[config.mk]
export PLATFORM = sky130hd
export DESIGN_NAME = toff_cascade_engine
export DESIGN_NICKNAME = d
export VERILOG_FILES = /design/src/rtl/toff_cascade_engine.sv
export SDC_FILE = /design/constraint.sdc
export NUM_CORES = 1
export LEC_CHECK = 0
export BUFFER_PORTS_ARGS = -buffer_cell sky130_fd_sc_hd__buf_2
export CORE_MARGIN = 2
export CORE_UTILIZATION = 61
export CTS_CLUSTER_DIAMETER = 80
export DETAILED_ROUTE_END_ITERATION = 6
export PLACE_DENSITY = 0.79
export SYNTH_ARGS = -nofsm -noshare
export SYNTH_HDL_FRONTEND = slang
export SYNTH_SLANG_ARGS = --single-unit
[constraint.sdc]
create_clock -name clk_in -period 3.5 [get_ports clk_in]
set_clock_uncertainty 0.05 [all_clocks]
set_input_delay 0.35 -clock clk_in [delete_from_list [all_inputs] [get_ports clk_in]]
set_output_delay 0.35 -clock clk_in [all_outputs]
set_load 0.01 [all_outputs]
[src/rtl/toff_cascade_engine.sv]
// Sequential reversible-logic evaluator: applies one NOT/CNOT/CCNOT gate per clock from a program RAM.
// Optional single-step gating is enabled by defining TOFF_STEP_EN (adds step_in).
module toff_cascade_engine #(
  parameter int unsigned WIDTH  = 8,
  parameter int unsigned DEPTH  = 16,
  parameter int unsigned IDX_W  = $clog2(WIDTH),
  parameter int unsigned ADDR_W = $clog2(DEPTH)
) (
  input  logic                   clk_in,
  input  logic                   rst_in,
  input  logic                   prog_we_in,
  input  logic [ADDR_W-1:0]      prog_addr_in,
  input  logic [2+3*IDX_W-1:0]   prog_gate_in,
  input  logic [ADDR_W:0]        num_gates_in,
  input  logic                   rev_in,
  input  logic                   start_in,
`ifdef TOFF_STEP_EN
  input  logic                   step_in,
`endif
  input  logic [WIDTH-1:0]       state_in,
  output logic [WIDTH-1:0]       state_out,
  output logic                   busy_out,
  output logic                   done_out,
  output logic                   err_out
);

  localparam int unsigned GateW = 2 + 3 * IDX_W;

  localparam logic [1:0] StIdle = 2'd0;
  localparam logic [1:0] StRun  = 2'd1;
  localparam logic [1:0] StDone = 2'd2;

  localparam logic [IDX_W:0]  WidthL = (IDX_W + 1)'(WIDTH);
  localparam logic [ADDR_W:0] DepthL = (ADDR_W + 1)'(DEPTH);

  logic [GateW-1:0]  mem_q [DEPTH];
  logic [1:0]        st_q, st_d;
  logic [WIDTH-1:0]  line_q, line_d;
  logic [ADDR_W-1:0] ptr_q, ptr_d;
  logic [ADDR_W:0]   rem_q, rem_d;
  logic              rev_q, rev_d;
  logic              err_q, err_d;
  logic              step;

`ifdef TOFF_STEP_EN
  assign step = step_in;
`else
  assign step = 1'b1;
`endif

  // Current gate decode
  logic [GateW-1:0] gate;
  logic             ca_en, cb_en;
  logic [IDX_W-1:0] ca_idx, cb_idx, t_idx;
  logic             illegal;
  logic             ctl;

  assign gate   = mem_q[ptr_q];
  assign ca_en  = gate[GateW-1];
  assign cb_en  = gate[GateW-2];
  assign ca_idx = gate[3*IDX_W-1 -: IDX_W];
  assign cb_idx = gate[2*IDX_W-1 -: IDX_W];
  assign t_idx  = gate[IDX_W-1:0];

  assign illegal = ({1'b0, t_idx} >= WidthL)
                 | (ca_en & (({1'b0, ca_idx} >= WidthL) | (ca_idx == t_idx)))
                 | (cb_en & (({1'b0, cb_idx} >= WidthL) | (cb_idx == t_idx)));

  // A disabled control reads as constant 1
  assign ctl = (~ca_en | line_q[ca_idx]) & (~cb_en | line_q[cb_idx]);

  logic [ADDR_W:0] n_clamp;
  assign n_clamp = (num_gates_in > DepthL) ? DepthL : num_gates_in;

  always_comb begin
    st_d   = st_q;
    line_d = line_q;
    ptr_d  = ptr_q;
    rem_d  = rem_q;
    rev_d  = rev_q;
    err_d  = err_q;
    case (st_q)
      StIdle: begin
        if (start_in) begin
          line_d = state_in;
          rev_d  = rev_in;
          err_d  = 1'b0;
          rem_d  = n_clamp;
          // Low bits of DEPTH are zero, so the wrap yields DEPTH-1 when clamped
          ptr_d  = rev_in ? (n_clamp[ADDR_W-1:0] - 1'b1) : '0;
          st_d   = (n_clamp == '0) ? StDone : StRun;
        end
      end
      StRun: begin
        if (step) begin
          if (illegal) begin
            err_d = 1'b1;
          end else begin
            line_d[t_idx] = line_q[t_idx] ^ ctl;
          end
          ptr_d = rev_q ? (ptr_q - 1'b1) : (ptr_q + 1'b1);
          rem_d = rem_q - 1'b1;
          if (rem_q == (ADDR_W + 1)'(1)) begin
            st_d = StDone;
          end
        end
      end
      StDone:  st_d = StIdle;
      default: st_d = StIdle;
    endcase
  end

  always_ff @(posedge clk_in) begin
    if (rst_in) begin
      st_q   <= StIdle;
      line_q <= '0;
      ptr_q  <= '0;
      rem_q  <= '0;
      rev_q  <= 1'b0;
      err_q  <= 1'b0;
    end else begin
      st_q   <= st_d;
      line_q <= line_d;
      ptr_q  <= ptr_d;
      rem_q  <= rem_d;
      rev_q  <= rev_d;
      err_q  <= err_d;
    end
  end

  // Program memory survives reset; writes are dropped while running
  always_ff @(posedge clk_in) begin
    if (prog_we_in && (st_q != StRun)) begin
      mem_q[prog_addr_in] <= prog_gate_in;
    end
  end

  assign state_out = line_q;
  assign busy_out  = (st_q == StRun);
  assign done_out  = (st_q == StDone);
  assign err_out   = err_q;

endmodule

* Yosys cells after proc, flatten, opt, wreduce, memory -nomap -nowiden
Memories as Yosys holds them, arrays and structs flattened. A register that Yosys moved wholly into a read port is not among the register bits.
Index checks and enable logic that the tools add are counted.
** Word-level totals
- Register bits :: 21
- Logic and storage cells :: 75
- Output and inout port bits :: 11
- Memory bits (writable) :: 176
- Memories :: 1
** Memories
- mem_q :: depth 16, bits a word 11, read ports 1, clocked after Yosys merged registers in 1, wr ports 1, line 36 : logic [GateW-1:0] mem_q [DEPTH];
** Operators by class
- Magnitude comparators :: 5
- Bitwise gates (word level) :: 9
- Add/sub/neg operators :: 4
- Eq/ne operators :: 10
- Mux-type cells :: 30
- Reductions and logical operators :: 10
** Operators with widths (count)
- $mux W4 :: 5
- $mux W8 :: 2
- $pmux W8 S2 :: 1
- $lt A3 B4 Y1 const B :: 3
- $mux W5 :: 2
- $pmux W5 S2 :: 1
- $bmux W1 S3 :: 3
- $bwmux W8 :: 1
- $mux W1 :: 8
- $pmux W4 S2 :: 1
- $sub A4 B1 Y4 const B :: 2
- $eq A3 B3 Y1 :: 2
- $mux W2 :: 3
- $ne A2 B1 Y1 const B :: 3
- $reduce_and A2 Y1 :: 3
- $reduce_and A3 Y1 :: 2
- $eq A5 B1 Y1 const B :: 1
- $gt A5 B5 Y1 const B :: 1
- $logic_not A5 Y1 :: 1
- $sub A5 B1 Y5 const B :: 1
- $add A4 B1 Y4 const B :: 1
- $ne A2 B2 Y1 const B :: 2
- $pmux W2 S2 :: 1
- $and A1 B1 Y1 :: 3
- other kinds (11) :: 15

* Logic depth before layout (Yosys ltp)
- Word-level depth :: 8
- Depth in mapped cells :: 13

* Least setup slack after synthesis
Ideal clock, no wire load.
- Kind :: reg2reg
- Start :: register with a tool-made name
- End :: register line_q[5], in the netlist state_out[5]
- Setup time :: 0.134 ns
- Period minus slack after synthesis :: 2.986 ns
- Data required time :: 3.316 ns
- Stages on the path, launching flop included :: 12
- Arrival time :: 2.802 ns
- Setup slack :: 0.514 ns
- Path through :: dfxtp_1 > buf_6 > clkbuf_1 > mux4_2 > mux4_2 > buf_2 > nand2_1 > nor2_1 > a221o_1 > o2111a_1 > nor2_2 > a32oi_1
** RTL lines
- end signal: assignment :: line 123 : line_q <= line_d;
- end: declaration :: line 38 : logic [WIDTH-1:0] line_q, line_d;

==> results.toml <==
[synth]
yosysMostFrequentCell = "edfxtp_1"
synth_fp_nets = 640
syn_area_per_cell_sq_um = 15.0
synth_cell_type_count = 66
synth_largest_area_cell = "edfxtp_1"
netlist.area_leader.share = 0.585
synthesis.area_sq_mm = 0.00903
yosys_warnings = 0
synthFlopType = "edfxtp_1"
synthTopCellsByCount = "edfxtp_1, nand2_1, nor2_1"
ys_ff_latch = 201
synth_edf_count = 176
yosysSeqAreaShare = 0.641
synth_area_leaders = "edfxtp_1, mux4_2, dfxtp_1, mux2i_1, nand2_1"
syn_inst = 600
async_reset_ff_frac = 0

[cts]
cts_tree = "done"
cts_sinks = 201
cts.htree.levels = 1
clockRootBuffer = "clkbuf_16"
cts_inserted_buffers = 21
clock_latency_ps = 490
path_clk_slew_ps = 60
cts_buffer_depth = 3

[status]
status = "finished clean"

[sta]
rsz0062_at_grt = "no"
tightest_slew_ps = 687
final-max-slew-violation-count = 0
setup-violations-final = 0
relSlewSlack = 0.541
hold_viol_final = 0
clock.fmax_mhz = 295
fin_crit_ps = 3390
post-route-period-util = 0.970
setup_ws_ps = 107

[routing]
vias = 5779
drtPass1Iterations = 5
wirelength_microns = 21400
ant_nets = 0
routedWlPerCell_microns = 24.6
drc_errors = 0
viasPerCell = 6.63
drt_iter0_drc = 599

[grt]
grt_max_degree = 27
first_global_vias = 5624
antenna_found_initial = 0
globalRouteOverflowTotal = 0
grt_pass1_wl_microns = 32400
track_usage = 0.271

[critical_path]
worstSetupEndpointType = "register"
crit_arrival_ps = 3750
worstPathMaxFanout = 16
critical_path_class = "register to register"
required_ps = 3860
start_kind = "register"

[die]
ios = 44
core_sq_mm = 0.0145
start_util = 0.624
die_area_sq_mm = 0.0158
num_rows = 44
die_w_microns = 126
die_height_microns = 126

[placed_design]
portBuffers = 43
place_ws_ps = -30.3
gp_congestion = 0.943
placed_area_sq_mm = 0.00960
dp_hpwl_microns = 13500

[pwr]
total_power_mw = 6.58
leakage_nw = 3.55
vdd_drop_max_uv = 436
p_per_area_mw_per_mm2 = 634

[cells_and_area]
area_growth_pct = 14.8
layout.nets = 715
stdcell_area_sq_mm = 0.0104
antenna_cells = 0
drive_gt1_frac = 0.259

[worst_hold_path]
hp-class = "input port to register"

[run]
drv_cap = 0
[area by class of cell]
class                           count  area [sq um]
Clock buffer                       29           566
Sequential cell                   201          5790
Clock inverter                      7           111
Multi-Input combinational cell    351          3030
Inverter                           15          56.3
Fill cell                         911          4110
Timing Repair Buffer               85           581
Tap cell                          184           230
[metal layers]
layer,part of all wire,vias to the layer above,track usage
met2,0.50,329,0.453
met5,0,-,0
met3,0.090,60,0.0391
met4,0.032,0,0.0967
li1,-,2535,-
met1,0.38,2855,0.371
[state kept, by name, indices dropped and copies added, names as in the netlist, named ones only]
| signal | flops |
|---|---|
| err_out | 1 |
| ptr_q | 4 |
| mem_q | 176 |
| state_out | 8 |
| rem_q | 5 |
| st_q | 2 |
| rev_q | 1 |
[final timing paths]
kind                                            from                   endpoint  slack (ps)  cells past startpoint
worst min register to register  err_out$_SDFFE_PP0P_       err_out$_SDFFE_PP0P_         450                      2
worst max register to register              register  state_out[7]$_SDFFE_PP0P_         110                      9
worst max-delay path                        register  state_out[7]$_SDFFE_PP0P_         110                      9
worst min-delay path                          rev_in         rev_q$_SDFFE_PP0P_          80                      3
[power by group]
group | total, mW | leakage [nW] | internal [mW] | switching (mW)
logic | 1.54 | 1.43 | 0.661 | 0.884
clock network | 2.20 | 0.328 | 1.35 | 0.853
registers | 2.83 | 1.80 | 2.70 | 0.132
total | 6.58 | 3.55 | 4.71 | 1.87
[what timing repair did]
item,in CTS,in global routing
buffers inserted,0,7
pin swaps,0,0
gates resized for setup,2,7
hold endpoints to repair,0,0
hold buffers,0,0
setup endpoints to repair,6,8
[critical path: stages (launching register included)]
cell and delay, ps:
dfxtp_4 520, mux4_2 660, mux2i_4 250, mux2i_1 210, nor2_1 50, a2111oi_1 510, o41ai_2 230, a2111oi_4 480
nor2_4 110, a32oi_1 230
[cell families after synthesis]
kind of cell    after synthesis  synth area share
flops                       201             0.641
simple gates                163            0.0861
compound gates              110            0.0976
mux                          67             0.133
buf+inv                      48            0.0281
fa+ha+maj                     7            0.0105
xor+xnor                      4           0.00388
[cells in the final DEF, fill, tap and decap left out, types with 3 or more instances in the layout]
cell,Yosys,final
buf_2,10,43
nand2_1,50,50
nand2b_1,4,4
mux2i_4,3,3
buf_12,1,4
o32ai_1,3,3
a21oi_1,17,17
mux4_2,39,39
a2111oi_1,1,3
or3_1,4,4
mux2i_1,21,21
a32oi_1,5,5
a22o_1,8,8
inv_1,14,14
nor2b_1,9,8
edfxtp_1,176,176
o211ai_1,7,7
a211oi_1,7,7
nand3_1,8,8
o21ai_0,12,12
a211o_1,4,4
clkbuf_16,0,21
bufinv_16,0,3
clkinv_1,1,3
mux2_1,4,4
a22oi_1,10,10
and3_1,7,6
clkbuf_1,13,7
nor3_1,11,7
nor3_2,0,4
nor2_4,3,4
dfxtp_1,25,23
ha_1,6,6
nor2_1,50,50
buf_4,2,38
o221ai_1,4,4
[stage by stage]
stage | util | std cells | TNS, ps | hold WS, ps
after global routing | 0.716 | 872 | 0 | 93.0
after global placement | 0.663 | 829 | 0 | 433
after CTS | 0.710 | 865 | 0 | 79.6
after floorplan | - | 600 | 0 | 399
after detailed placement | 0.663 | 829 | -71.1 | 455
final | 0.716 | 872 | 0 | 85.0
(Power assumes the default switching activity.)
